--- src/rtl/sw_array_ctrl.sv ---
// Sequencer for a Smith-Waterman systolic PE array: clears the PEs, loads the query,
// streams the target and tracks the best tail score. Optional macro: SW_DRAIN_TIMEOUT_EN.
//
// state  | meaning
// IDLE   | waiting for start
// CLEAR  | one-cycle clear pulse to all PEs, best score reset
// LOAD_X | accepting query characters into PE query registers
// STREAM | accepting target characters and feeding the array head
// DRAIN  | waiting for the remaining tail results
// DONE   | one-cycle completion pulse
module sw_array_ctrl #(
    parameter int PE_LENGTH = 1024,
    parameter int T_LENGTH  = 1000,
    parameter int SCORE_W   = 16,
    localparam int QW = $clog2(PE_LENGTH + 1),
    localparam int TW = $clog2(T_LENGTH + 1),
    localparam int AW = (PE_LENGTH > 1) ? $clog2(PE_LENGTH) : 1
) (
    input  logic               clk,
    input  logic               rst,
    input  logic               start,
    input  logic [QW-1:0]      q_len,
    input  logic [TW-1:0]      t_len,
    input  logic               x_valid,
    input  logic [1:0]         x_data,
    output logic               x_ready,
    input  logic               y_valid,
    input  logic [1:0]         y_data,
    output logic               y_ready,
    output logic               arr_clr,
    output logic               x_we,
    output logic [AW-1:0]      x_addr,
    output logic [1:0]         x_wdata,
    output logic [1:0]         arr_y,
    output logic               arr_valid,
    input  logic               tail_valid,
    input  logic [SCORE_W-1:0] tail_score,
    output logic               busy,
    output logic               done,
    output logic [SCORE_W-1:0] best_score,
    output logic               err
);

    typedef enum logic [2:0] {
        IDLE   = 3'd0,
        CLEAR  = 3'd1,
        LOAD_X = 3'd2,
        STREAM = 3'd3,
        DRAIN  = 3'd4,
        DONE   = 3'd5
    } state_t;

    state_t         state, state_nxt;
    logic [QW-1:0]  q_len_r;
    logic [TW-1:0]  t_len_r;
    logic [AW-1:0]  x_cnt;
    logic [TW-1:0]  y_cnt;
    logic [TW-1:0]  tail_cnt;
    logic [TW-1:0]  tail_cnt_nxt;
    logic           start_ok;
    logic           x_hs, x_last;
    logic           y_hs, y_last;
    logic           tail_hit;

    assign start_ok = start && (q_len != '0) && (t_len != '0);

    // Handshakes decoded from the state register so ready/next-state stay loop-free.
    assign x_hs   = x_valid && (state == LOAD_X);
    assign x_last = x_hs && (QW'(x_cnt) == q_len_r - QW'(1));
    assign y_hs   = y_valid && (state == STREAM);
    assign y_last = y_hs && (y_cnt == t_len_r - TW'(1));

    // Results past t_len are dropped so the count never runs beyond the job length.
    assign tail_hit     = tail_valid && ((state == STREAM) || (state == DRAIN))
                          && (tail_cnt < t_len_r);
    assign tail_cnt_nxt = tail_cnt + TW'(tail_hit);

    assign x_we    = x_hs;
    assign x_addr  = x_cnt;
    assign x_wdata = (state == LOAD_X) ? x_data : 2'b00;

`ifdef SW_DRAIN_TIMEOUT_EN
    localparam int DRAIN_LIMIT = PE_LENGTH + 16;
    localparam int DW = $clog2(DRAIN_LIMIT);

    logic [DW-1:0] drain_cnt;
    logic          timeout_hit;
`endif

    always_comb begin
        state_nxt = state;
        arr_clr   = 1'b0;
        x_ready   = 1'b0;
        y_ready   = 1'b0;
        busy      = 1'b0;
        done      = 1'b0;
`ifdef SW_DRAIN_TIMEOUT_EN
        timeout_hit = 1'b0;
`endif
        case (state)
            IDLE: begin
                if (start) begin
                    state_nxt = start_ok ? CLEAR : DONE;
                end
            end
            CLEAR: begin
                arr_clr   = 1'b1;
                busy      = 1'b1;
                state_nxt = LOAD_X;
            end
            LOAD_X: begin
                x_ready = 1'b1;
                busy    = 1'b1;
                if (x_last) begin
                    state_nxt = STREAM;
                end
            end
            STREAM: begin
                y_ready = 1'b1;
                busy    = 1'b1;
                if (y_last) begin
                    state_nxt = DRAIN;
                end
            end
            DRAIN: begin
                busy = 1'b1;
                if (tail_cnt_nxt == t_len_r) begin
                    state_nxt = DONE;
                end
`ifdef SW_DRAIN_TIMEOUT_EN
                else if (drain_cnt == DW'(DRAIN_LIMIT - 1)) begin
                    state_nxt   = DONE;
                    timeout_hit = 1'b1;
                end
`endif
            end
            DONE: begin
                done      = 1'b1;
                state_nxt = IDLE;
            end
            default: begin
                state_nxt = IDLE;
            end
        endcase
    end

    always_ff @(posedge clk or negedge rst) begin
        if (!rst) begin
            state      <= IDLE;
            q_len_r    <= '0;
            t_len_r    <= '0;
            x_cnt      <= '0;
            y_cnt      <= '0;
            tail_cnt   <= '0;
            best_score <= '0;
            arr_y      <= 2'b00;
            arr_valid  <= 1'b0;
        end else begin
            state     <= state_nxt;
            arr_valid <= y_hs;
            if (y_hs) begin
                arr_y <= y_data;
            end
            case (state)
                IDLE: begin
                    if (start) begin
                        q_len_r <= q_len;
                        t_len_r <= t_len;
                        if (!start_ok) begin
                            best_score <= '0;
                        end
                    end
                end
                CLEAR: begin
                    x_cnt      <= '0;
                    y_cnt      <= '0;
                    tail_cnt   <= '0;
                    best_score <= '0;
                end
                LOAD_X: begin
                    if (x_hs && !x_last) begin
                        x_cnt <= x_cnt + AW'(1);
                    end
                end
                STREAM: begin
                    if (y_hs && !y_last) begin
                        y_cnt <= y_cnt + TW'(1);
                    end
                end
                default: begin
                end
            endcase
            if (tail_hit) begin
                tail_cnt <= tail_cnt_nxt;
                if (tail_score > best_score) begin
                    best_score <= tail_score;
                end
            end
        end
    end

`ifdef SW_DRAIN_TIMEOUT_EN
    // err stays up after the timed-out DONE until the next job starts.
    always_ff @(posedge clk or negedge rst) begin
        if (!rst) begin
            drain_cnt <= '0;
            err       <= 1'b0;
        end else begin
            drain_cnt <= (state == DRAIN) ? drain_cnt + DW'(1) : '0;
            if ((state == CLEAR) || ((state == IDLE) && start)) begin
                err <= 1'b0;
            end else if (timeout_hit) begin
                err <= 1'b1;
            end
        end
    end
`else
    assign err = 1'b0;
`endif

endmodule

--- config.mk ---
export PLATFORM = sky130hd
export DESIGN_NAME = sw_array_ctrl
export DESIGN_NICKNAME = d
export VERILOG_FILES = /design/src/rtl/sw_array_ctrl.sv
export SDC_FILE = /design/constraint.sdc
export NUM_CORES = 1
export LEC_CHECK = 0
export ABC_AREA = 1
export CORE_UTILIZATION = 40
export DETAILED_ROUTE_END_ITERATION = 8
export PLACE_DENSITY_LB_ADDON = 0.08
export SYNTH_ARGS = -nofsm -noshare
export SYNTH_HDL_FRONTEND = slang
export SYNTH_SLANG_ARGS = --single-unit
export TNS_END_PERCENT = 20
--- constraint.sdc ---
create_clock -name clk -period 8.75 [get_ports clk]
set_input_delay 1.3125 -clock clk [delete_from_list [all_inputs] [get_ports clk]]
set_output_delay 1.3125 -clock clk [all_outputs]
set_load 0.02 [all_outputs]
-- Word-level counts from Yosys, hierarchy flattened
Cells that the tools add are included.
- bits in latches: 0
- memories kept: 0
- bits in writable memories: 0
- word-level logic and storage cells: 77
- bits in registers: 73
- output and inout bits: 38
- bits of input ports: 47
- memory bits (read-only): 0
- shifts and indexed selects: 0
- muxes and demuxes: 23
- $mul: 0
- bitwise operators: 0
- equality and inequality tests: 14
- order comparisons: 2
- div/mod/pow operators: 0
- add/sub/neg operators: 5
- reductions and logical operators: 24
- operators by type and width (operator ; number):
    $mux 16 ; 4
    $mux 10 ; 4
    $pmux 10 s2 ; 2
    $pmux 16 s2 ; 1
    $add 10x1->10 const B ; 2
    $eq 10x10->1 ; 2
    $gt 16x16->1 ; 1
    $mux 3 ; 5
    $pmux 3 s5 ; 1
    $eq 10x11->1 ; 1
    $reduce_bool 11->1 ; 1
    $sub 11x1->11 const B ; 1
    $add 10x1->10 ; 1
    $logic_and 1x1->1 ; 10
    $lt 10x10->1 ; 1
    $reduce_bool 10->1 ; 1
    $sub 10x1->10 const B ; 1
    $eq 3x2->1 const B ; 2
    $eq 3x3->1 const B ; 2
    $ne 2x1->1 const B ; 3
    $ne 2x2->1 const B ; 3
    $reduce_and 2->1 ; 3
    $reduce_bool 2->1 ; 3
    $mux 1 ; 5
    other kinds (7) ; 8

-- Longest topological paths before layout
Gate-level depths: netlist of the first run.
- word-level depth: 8
- depth in mapped cells: 25

-- Worst setup path after synthesis of the first run
Ideal clock, no wire load.
- kind: input-to-reg
- start point: input tail_valid
- end point: register state[1]
- path buffers: 1
- arrival: 3202 ps
- cell stages on the path: 20
- setup slack: 5425 ps
- path through: inv_1 > nor2_1 > nand2_1 > buf_2 > inv_1 > ha_1 > ha_1 > nand2_1 > nor2_1 > nand3_1 > nand2_1 > nand2_1 > nand2_1 > nand2_1 > nor2_1 > nand3_1 > nand2_1 > nand2_1 > o21ai_0 > nand2_1
- cells in the longest elaborated chain, start to end: 6
- ends and longest elaborated chain (element ; RTL line ; RTL):
    start, declared ; 36 ; input logic tail_valid,
    $logic_and 1x1->1 ; 74 ; assign tail_hit = tail_valid && ((state == STREAM) || (state == DRAIN))
    $logic_and 1x1->1 ; 75 ; && (tail_cnt < t_len_r);
    $add 10x1->10 ; 76 ; assign tail_cnt_nxt = tail_cnt + TW'(tail_hit);
    $eq 10x10->1 ; 127 ; if (tail_cnt_nxt == t_len_r) begin
    $ne 2x1->1 (no line) ; -- ;
    $reduce_and 4->1 (no line) ; -- ;
    end signal, assigned ; 159 ; state <= state_nxt;
    end, declared ; 53 ; state_t state, state_nxt;
No other way between the ends.
A chain may end at the register's enable or synchronous reset.

-- Worst setup path in the final report of the first run
Ends and elaborated chain as after synthesis.

==> results.env, run 1 <==
MIN_PERIOD_NS=4.02
SYNTH-COMPOUND-AREA-SHARE=0.0973
DRT_FIRST_ITER_VIOLATIONS=193
FMAX_MHz=249
ANTENNADIODECOUNT=0
FIN_NETS=883
ANTENNA_LEFT=0
DRT_PRE_ANTENNA_ITERS=4
AREA.GROWTH.SYNTH_TO_FINAL_PCT=24.7
CRIT_PATH_MAX_FANOUT=11
FF_LATCH_AREA_MM2=0.00183
GRT_PASS1_WL_MM=21.9
VIA_COUNT_OF_THE_FIRST_GLOBAL_ROUTING_PASS=4749
LAYOUT_COMMONEST_CELL='sky130_fd_sc_hd__nand2_1'
CORE_AREA_MM2=0.0122
HTREEDEPTH=3
SYNTH.YOSYS.SEQ_AREA_SHARE=0.358
CHIP_HEIGHT_UM=115
GRT_ANTENNA_BEFORE_REPAIR=0
ROWS=40
REGTOREGSTARTPOINT='t_len_r[3]$_DFFE_PN0P_'
FLOORPLAN.DIE_AREA_MM2=0.0132
CTS-BUFFERS-INSERTED=9
SYNTH.YOSYS.WARNINGS=0
START_UTIL=0.418
WORST_PIN_SLEW_NS=0.974
MAIN_COMBINATIONAL_CELL_FAMILY_BY_AREA_AFTER_SYNTHESIS='simple AND/OR/NAND/NOR gates'
PATH_CLK_SLEW_NS=0.06
PERIOD_SHARE=0.459
SETUP_TNS_NS=0
MULTIINPUTGATEAREA_MM2=0.00282
PATH_CELLS='clkdlybuf4s50_1 > inv_1 > nor2_1 > nand2_1 > inv_1 > ha_1 > ha_1 > nand2_1 > nor2_1 > nand3_1 > nand2_1 > nand2_1 > nand2_1 > nand2_1 > nor2_1 > nand3_1 > nand2_1 > nand2_1 > o21ai_0 > nand2_1'
SYN-CELL-AREA_MM2=0.00511
PLACE_WORST_SETUP_SLACK_NS=4.36
DATA_REQUIRED_TIME_AT_THE_WORST_ENDPOINT_NS=8.99
POSTLAYOUTSETUPSLACKWORST_NS=4.73
PLACE.GP.CONGESTION=0.885
CRITPATHMAXSTAGEDELAY_NS=0.46
WORSTSETUPSTARTPOINT='tail_valid'
POWER_DENSITY_mW_PER_MM2=265
CTS_REPAIR_RESIZE_COUNT=0
SYNTH-SEQ-CELLS=73
CRITICAL_PATH_START_END_CLASSIFICATION='input port to register'
REMAINING_DRC_ERRORS=0
CRIT_PATH_END_KIND='register'
CP-START-KIND='input port'
RUN_STATUS='complete, no violations'
WORST_PATH_DOMINANT_CELL_FAMILY='simple AND/OR/NAND/NOR gates'
TIMING_HOLD_VIOLATIONS_FINAL=0
CLKSINKCOUNT=73
DRV_CAP=0
SYNTH_CELL_TYPES=41
GRT_START_MAX_NET_PINS=74
FIN_WORST_SKEW_NS=0.00805
DIE_WD_UM=115
POWER.STATIC_LEAKAGE_uW=0.00300
NUM-FILL-CELLS=1231
SLEW_HEADROOM=0.349
CLOCK_TREE_ROOT='sky130_fd_sc_hd__clkbuf_16'
HOLDBUFCOUNTCTS=0
SYNTHESIS.AREA_PER_INSTANCE_UM2=7.04
CPMAXSTAGEDELAYCELL='sky130_fd_sc_hd__clkdlybuf4s50_1'
CLOCK_TREE_FROM_TRITONCTS='built'
GRT_OVERFLOW_TOTAL=0
CRITICAL_PATH.N_BUFFERS_INVERTERS=3
CTSLONGESTPATHBUFFERS=2
DETAIL_ROUTE.VIAS_PER_CELL=4.94
CRIT_TOP_CELL='sky130_fd_sc_hd__nand2_1'
SYN_NETS=804
FINALWIRELENGTH_MM=13.0
POST_CTS.REPAIR.SETUP_BUFFERS=0
IRDROPWORSTVDD_mV=0.137
GRT_SETUP_UNREPAIRED='no'
GRT.TOTAL_USAGE=0.212
SYNTHMUXAREASHARE=0.00882
TOP_LIBRARY_CELLS_BY_USAGE_IN_THE_LAYOUT_FILL_AND_TAPS_ASIDE='sky130_fd_sc_hd__nand2_1 (188), sky130_fd_sc_hd__nor2_1 (98), sky130_fd_sc_hd__inv_1 (89)'
VIAS=4826
REPORT.FINAL.SETUP_VIOL=0
WORST_SKEW_PAIR.LATE_LATENCY_NS=0.35
SYNTH-ADDER-AREA-SHARE=0.0784
TOP_LEVEL_PINS=85
HP-START='arr_y[0]$_DFFE_PN0P_'
ROUTE.DETAILED.WL_PER_INST_UM=13.3
SYNTHSIMPLEGATEAREAFRAC=0.334
SYNTH_XOR_XNOR_AREA_SHARE=0.0326
FINALMAXSLEWVIOLATIONS=0
PORT-BUFFER-COUNT=83
MIN-DELAY-PATH-CLASS='register to register'
FINAL_LAYOUT_SIZE_SUFFIX_GT1_FRAC=0.0507
DP_HPWL_MM=9.79
SYN_INST=725
CRITICAL_PATH_ARRIVAL_NS=4.25
routing by layer:
metal,GRT usage,routed length (um),part of all wire
met2,0.351,6090,0.47
met4,0.0900,282,0.022
met5,0,0,0
met3,0.0411,540,0.042
met1,0.271,6060,0.47
cell type report:
class / instances / share of cell area
Tap cell: 168 / 0.0330
Multi-Input combinational cell: 541 / 0.442
Clock inverter: 6 / 0.0145
Clock buffer: 10 / 0.0360
Inverter: 95 / 0.0560
Timing Repair Buffer: 84 / 0.131
Sequential cell: 73 / 0.287
power by group:
part           internal (uW)  switching [uW]  leakage [uW]
clock                    251             152      0.000149
sequential               429             104      0.000932
combinational            303             448       0.00192
final timing paths:
kind	cells past startpoint	slack, ns	end
worst max-delay path	20	4.73	state[1]$_DFFE_PN0P_
worst min-delay path	1	0.52	arr_y[0]$_DFFE_PN0P_
worst max register to register	23	4.82	state[1]$_DFFE_PN0P_
worst min register to register	1	0.52	arr_y[0]$_DFFE_PN0P_
max in group asynchronous	1	6.99	x_addr[7]$_DFFE_PN0P_
min in group asynchronous	1	1.12	t_len_r[4]$_DFFE_PN0P_
cell usage after synthesis, drive strengths merged:
cell type / n / share of area
o21ai: 26 / 0.025
nor2: 103 / 0.078
xor2: 12 / 0.021
mux2: 4 / 0.0088
nor2b: 1 / 0.0012
clkbuf: 5 / 0.0037
inv: 94 / 0.069
nand2: 193 / 0.15
nand4: 13 / 0.016
clkinv: 1 / 0.00073
a21boi: 2 / 0.0029
conb: 1 / 0.00073
a21oi: 54 / 0.054
buf: 11 / 0.017
and3b: 1 / 0.0017
and2: 1 / 0.0012
nor3: 9 / 0.013
nor4: 7 / 0.0086
o211ai: 1 / 0.0015
xnor2: 7 / 0.012
dfrtp: 73 / 0.36
or2: 2 / 0.0025
nand3b: 3 / 0.0044
ha: 32 / 0.078
nand3: 60 / 0.059
o21bai: 2 / 0.0051
o22ai: 7 / 0.0086
kinds of logic after synthesis:
group,count (synthesis)
buf+inv,111
mux,4
xor+xnor,19
simple gates,393
fa+ha+maj,32
other cells,1
flops,73
compound gates,92
flip-flops by register name (all words and copies together) (netlist names):
signal,flops
arr_valid,1
arr_y,2
best_score,16
q_len_r,11
state,3
t_len_r,10
tail_cnt,10
x_addr,10
y_cnt,10
stage by stage:
stage	instance area, um^2	hold slack [ns]	total power, uW	utilization	std cells
floorplan	5110	0.493	1050	-	725
global placement	6050	0.493	1280	0.495	961
detailed placement	6050	0.514	1290	0.495	961
CTS	6370	0.522	1700	0.521	977
global route	6370	0.533	1840	0.521	977
finish	6370	0.520	1690	0.521	977
(Power assumes the default switching activity.)
==> inputs of run 2 (changes only) <==
clock period = 3.4 ns   (was 8.75 ns; I/O delays follow)
==> run 2 against run 1 <==
  * Sequential power is 150% higher
  * Power grew to 2.7 times the previous value
  * Utilization is 0.99 points higher
  * Wire length is 3.7% higher
  * Worst hold slack worse by 0.19 ns
  * Setup slack worse by 4.5 ns
  * Combinational power grew to 2.7 times the previous value
  * First-iteration DRC count is 42% higher
==> results.env, run 2 (same netlist as run 1, synthesis figures left out) <==
REGTOREGSTARTPOINT='t_len_r[5]$_DFFE_PN0P_'  # was t_len_r[3]$_DFFE_PN0P_
CLOCK_TREE_ROOT='sky130_fd_sc_hd__clkbuf_16'  # unchanged
AREA.GROWTH.SYNTH_TO_FINAL_PCT=27.0  # was 24.7%
ROUTE.DETAILED.WL_PER_INST_UM=13.6  # was 13.3 um
GRT_START_MAX_NET_PINS=74  # unchanged
REPORT.FINAL.SETUP_VIOL=0  # unchanged
RR_WORST_DEPTH=20  # was 23
CLKSINKCOUNT=73  # unchanged
WORST_PATH_DOMINANT_CELL_FAMILY='simple AND/OR/NAND/NOR gates'  # unchanged
REMAINING_DRC_ERRORS=0  # unchanged
GRT.TOTAL_USAGE=0.217  # was 0.212
VIA_COUNT_OF_THE_FIRST_GLOBAL_ROUTING_PASS=4861  # was 4,749
PLACE.GP.CONGESTION=0.891  # was 0.885
TIMING_HOLD_VIOLATIONS_FINAL=0  # unchanged
REG_TOP3='best_score (16), q_len_r (11)'  # unchanged
START_UTIL=0.418  # unchanged
FMAX_MHz=320
DRT_PRE_ANTENNA_ITERS=5  # was 4
POWER.STATIC_LEAKAGE_uW=0.00306  # was 0.00300 uW
CORE_AREA_MM2=0.0122  # unchanged
LARGEST_REGISTER='best_score'  # unchanged
GRT_ANTENNA_BEFORE_REPAIR=0  # unchanged
VIAS=4969  # was 4,826
FINALWIRELENGTH_MM=13.5  # was 13.0 mm
PATH_CLK_SLEW_NS=0.06  # about the same
PATH_CELLS='inv_1 > ha_1 > nand2_1 > o21ai_0 > nand2_1 > and3b_1 > nand2_1 > inv_2 > ha_4 > ha_2 > xnor2_1 > nand2_1 > nor2_2 > nand3_1 > nor2_1 > nand3_1 > nand2_1 > nand2_1 > o21ai_1 > nand2_1'  # was clkdlybuf4s50_1 > inv_1 > nor2_1 > nand2_1 > inv_1 > ha_1 > ha_1 > nand2_1 > nor2_1 > nand3_1 > nand2_1 > nand2_1 > nand2_1 > nand2_1 > nor2_1 > nand3_1 > nand2_1 > nand2_1 > o21ai_0 > nand2_1
POWER.TOTAL_uW=4510  # was 1690 uW
DETAILED_PLACE.AREA_MM2=0.00610  # was 0.00605 mm^2
POWER_DENSITY_mW_PER_MM2=694  # was 265 mW/mm^2
ROWS=40  # unchanged
DESIGN_AREA_MM2=0.00649  # was 0.00637 mm^2
MIN_PERIOD_NS=3.12
CRIT_PATH_MAX_FANOUT=5  # was 11
WORSTSETUPPATHDEPTH=20  # unchanged
RUN_STATUS='complete, no violations'  # unchanged
FINAL_LAYOUT_SIZE_SUFFIX_GT1_FRAC=0.0709  # was 0.0507
PORT-BUFFER-COUNT=83  # unchanged
DRV_CAP=0  # unchanged
WORST_SKEW_PAIR.LATE_LATENCY_NS=0.34  # was 0.35 ns
IRDROPWORSTVDD_mV=0.457  # was 0.137 mV
MIN-DELAY-PATH-CLASS='input port to async pin'  # was register to register
CP-ENDPOINT='state[1]$_DFFE_PN0P_'  # unchanged
CRITPATHMAXSTAGEDELAY_NS=0.40  # was 0.46 ns
CRIT_PATH_END_KIND='register'  # unchanged
WORSTSETUPSTARTPOINT='t_len_r[5]$_DFFE_PN0P_'  # was tail_valid
TOP_LEVEL_PINS=85  # unchanged
DATA_REQUIRED_TIME_AT_THE_WORST_ENDPOINT_NS=3.63  # was 8.99 ns
TOP_LIBRARY_CELLS_BY_USAGE_IN_THE_LAYOUT_FILL_AND_TAPS_ASIDE='sky130_fd_sc_hd__nand2_1 (187), sky130_fd_sc_hd__nor2_1 (95), sky130_fd_sc_hd__inv_1 (88)'  # was sky130_fd_sc_hd__nand2_1 (188), sky130_fd_sc_hd__nor2_1 (98), sky130_fd_sc_hd__inv_1 (89)
TIMING.REG2REG.SETUP_SLACK_NS=0.28  # was 4.82 ns
SETUP_TNS_NS=0  # unchanged
DP_HPWL_MM=10.1  # was 9.79 mm
GRT_OVERFLOW_TOTAL=0  # unchanged
ANTENNADIODECOUNT=0  # unchanged
CHIP_HEIGHT_UM=115  # unchanged
CRIT_TOP_CELL='sky130_fd_sc_hd__nand2_1'  # unchanged
WORST_PIN_SLEW_NS=0.959  # was 0.974 ns
DETAIL_ROUTE.VIAS_PER_CELL=5.04  # was 4.94
LAYOUT_COMMONEST_CELL='sky130_fd_sc_hd__nand2_1'  # unchanged
CP-START-KIND='register'  # was input port
LARGEST_REGISTER_FFS=16  # unchanged
GRT_PASS1_WL_MM=22.3  # was 21.9 mm
PERIOD_SHARE=0.919
CRITICAL_PATH_ARRIVAL_NS=3.36  # was 4.25 ns
CRITICAL_PATH_START_END_CLASSIFICATION='register to register'  # was input port to register
RR_ENDPOINT='state[1]$_DFFE_PN0P_'  # unchanged
HOLDBUFCOUNTCTS=0  # unchanged
ANTENNA_LEFT=0  # unchanged
CTSLONGESTPATHBUFFERS=2  # unchanged
FLOORPLAN.DIE_AREA_MM2=0.0132  # unchanged
FINALMAXSLEWVIOLATIONS=0  # unchanged
CRITICAL_PATH.N_BUFFERS_INVERTERS=2  # was 3
CPMAXSTAGEDELAYCELL='sky130_fd_sc_hd__dfrtp_1'  # was sky130_fd_sc_hd__clkdlybuf4s50_1
DRT_FIRST_ITER_VIOLATIONS=274  # was 193
CTS-BUFFERS-INSERTED=9  # unchanged
HTREEDEPTH=3  # unchanged
FIN_NETS=892  # was 883
CLOCK_TREE_FROM_TRITONCTS='built'  # unchanged
FIN_WORST_SKEW_NS=0.00869  # was 0.00805 ns
DIE_WD_UM=115  # unchanged
SLEW_HEADROOM=0.361  # was 0.349
-- run 2: changes by cell type in the layout (fill, tap and decap cells not counted), moves of 2 or more --
| cell | before | now |
|---|---|---|
| sky130_fd_sc_hd__buf_4 | 2 | 11 |
| sky130_fd_sc_hd__nor2_1 | 98 | 95 |
| sky130_fd_sc_hd__clkinv_4 | 2 | 0 |
| sky130_fd_sc_hd__ha_1 | 32 | 30 |
| sky130_fd_sc_hd__inv_2 | 5 | 7 |
| sky130_fd_sc_hd__nor2_2 | 5 | 7 |
-- run 2: worst min-delay path by stage --
stage / startpoint / end / slack [ns] / cells after the start
floorplan: rst / arr_valid$_DFF_PN0_ / 0.21 / 0
finish: rst / tail_cnt[2]$_DFFE_PN0P_ / 0.33 / 1
global route: rst / t_len_r[0]$_DFFE_PN0P_ / 0.41 / 1
CTS: rst / tail_cnt[2]$_DFFE_PN0P_ / 0.38 / 1
detailed placement: arr_y[1]$_DFFE_PN0P_ / arr_y[1]$_DFFE_PN0P_ / 0.50 / 1
global placement: arr_y[0]$_DFFE_PN0P_ / arr_y[0]$_DFFE_PN0P_ / 0.49 / 1
-- run 2: timing repair --
item	CTS	global route
buffers inserted	0	2
cloned	0	0
resized for setup	1	10
pin swaps	0	1
endpoints found under the setup margin	2	3
-- run 2: layout make-up --
cell class / instances / area (um^2)
well taps: 168 / 210
repair buffers: 93 / 903
clock inverters: 5 / 103
fillers: 1187 / 5720
inverters: 95 / 357
multi-input cells: 541 / 2850
clock buffers: 11 / 243
flip-flops and latches: 73 / 1830
-- run 2: where the power goes --
group | switching (uW) | internal, uW | leakage, uW
Clock | 388 | 736 | 0.000166
Combinational | 1210 | 833 | 0.00196
Sequential | 230 | 1100 | 0.000932
Total | 1830 | 2670 | 0.00306
-- run 2: metrics by stage --
stage               cells  setup WS (ns)   util  hold slack [ns]
global placement      968          0.140  0.499            0.495
global route          986       -0.00571  0.531            0.412
finish                986          0.275  0.531            0.328
CTS                   984        0.00291  0.528            0.378
detailed placement    968        -0.0245  0.499            0.504
floorplan             725          0.320      -            0.214
-- run 2: metal layers --
metal / share of wire / track usage
met4: 0.020 / 0.0840
met3: 0.049 / 0.0517
met5: 0 / 0
met1: 0.44 / 0.263
met2: 0.49 / 0.371
==> inputs of run 3 (changes only) <==
CTS_CLUSTER_DIAMETER = 40   (was unset)
==> results of run 3 <==
Final layout, timing and power as in run 2 (identical DEF).
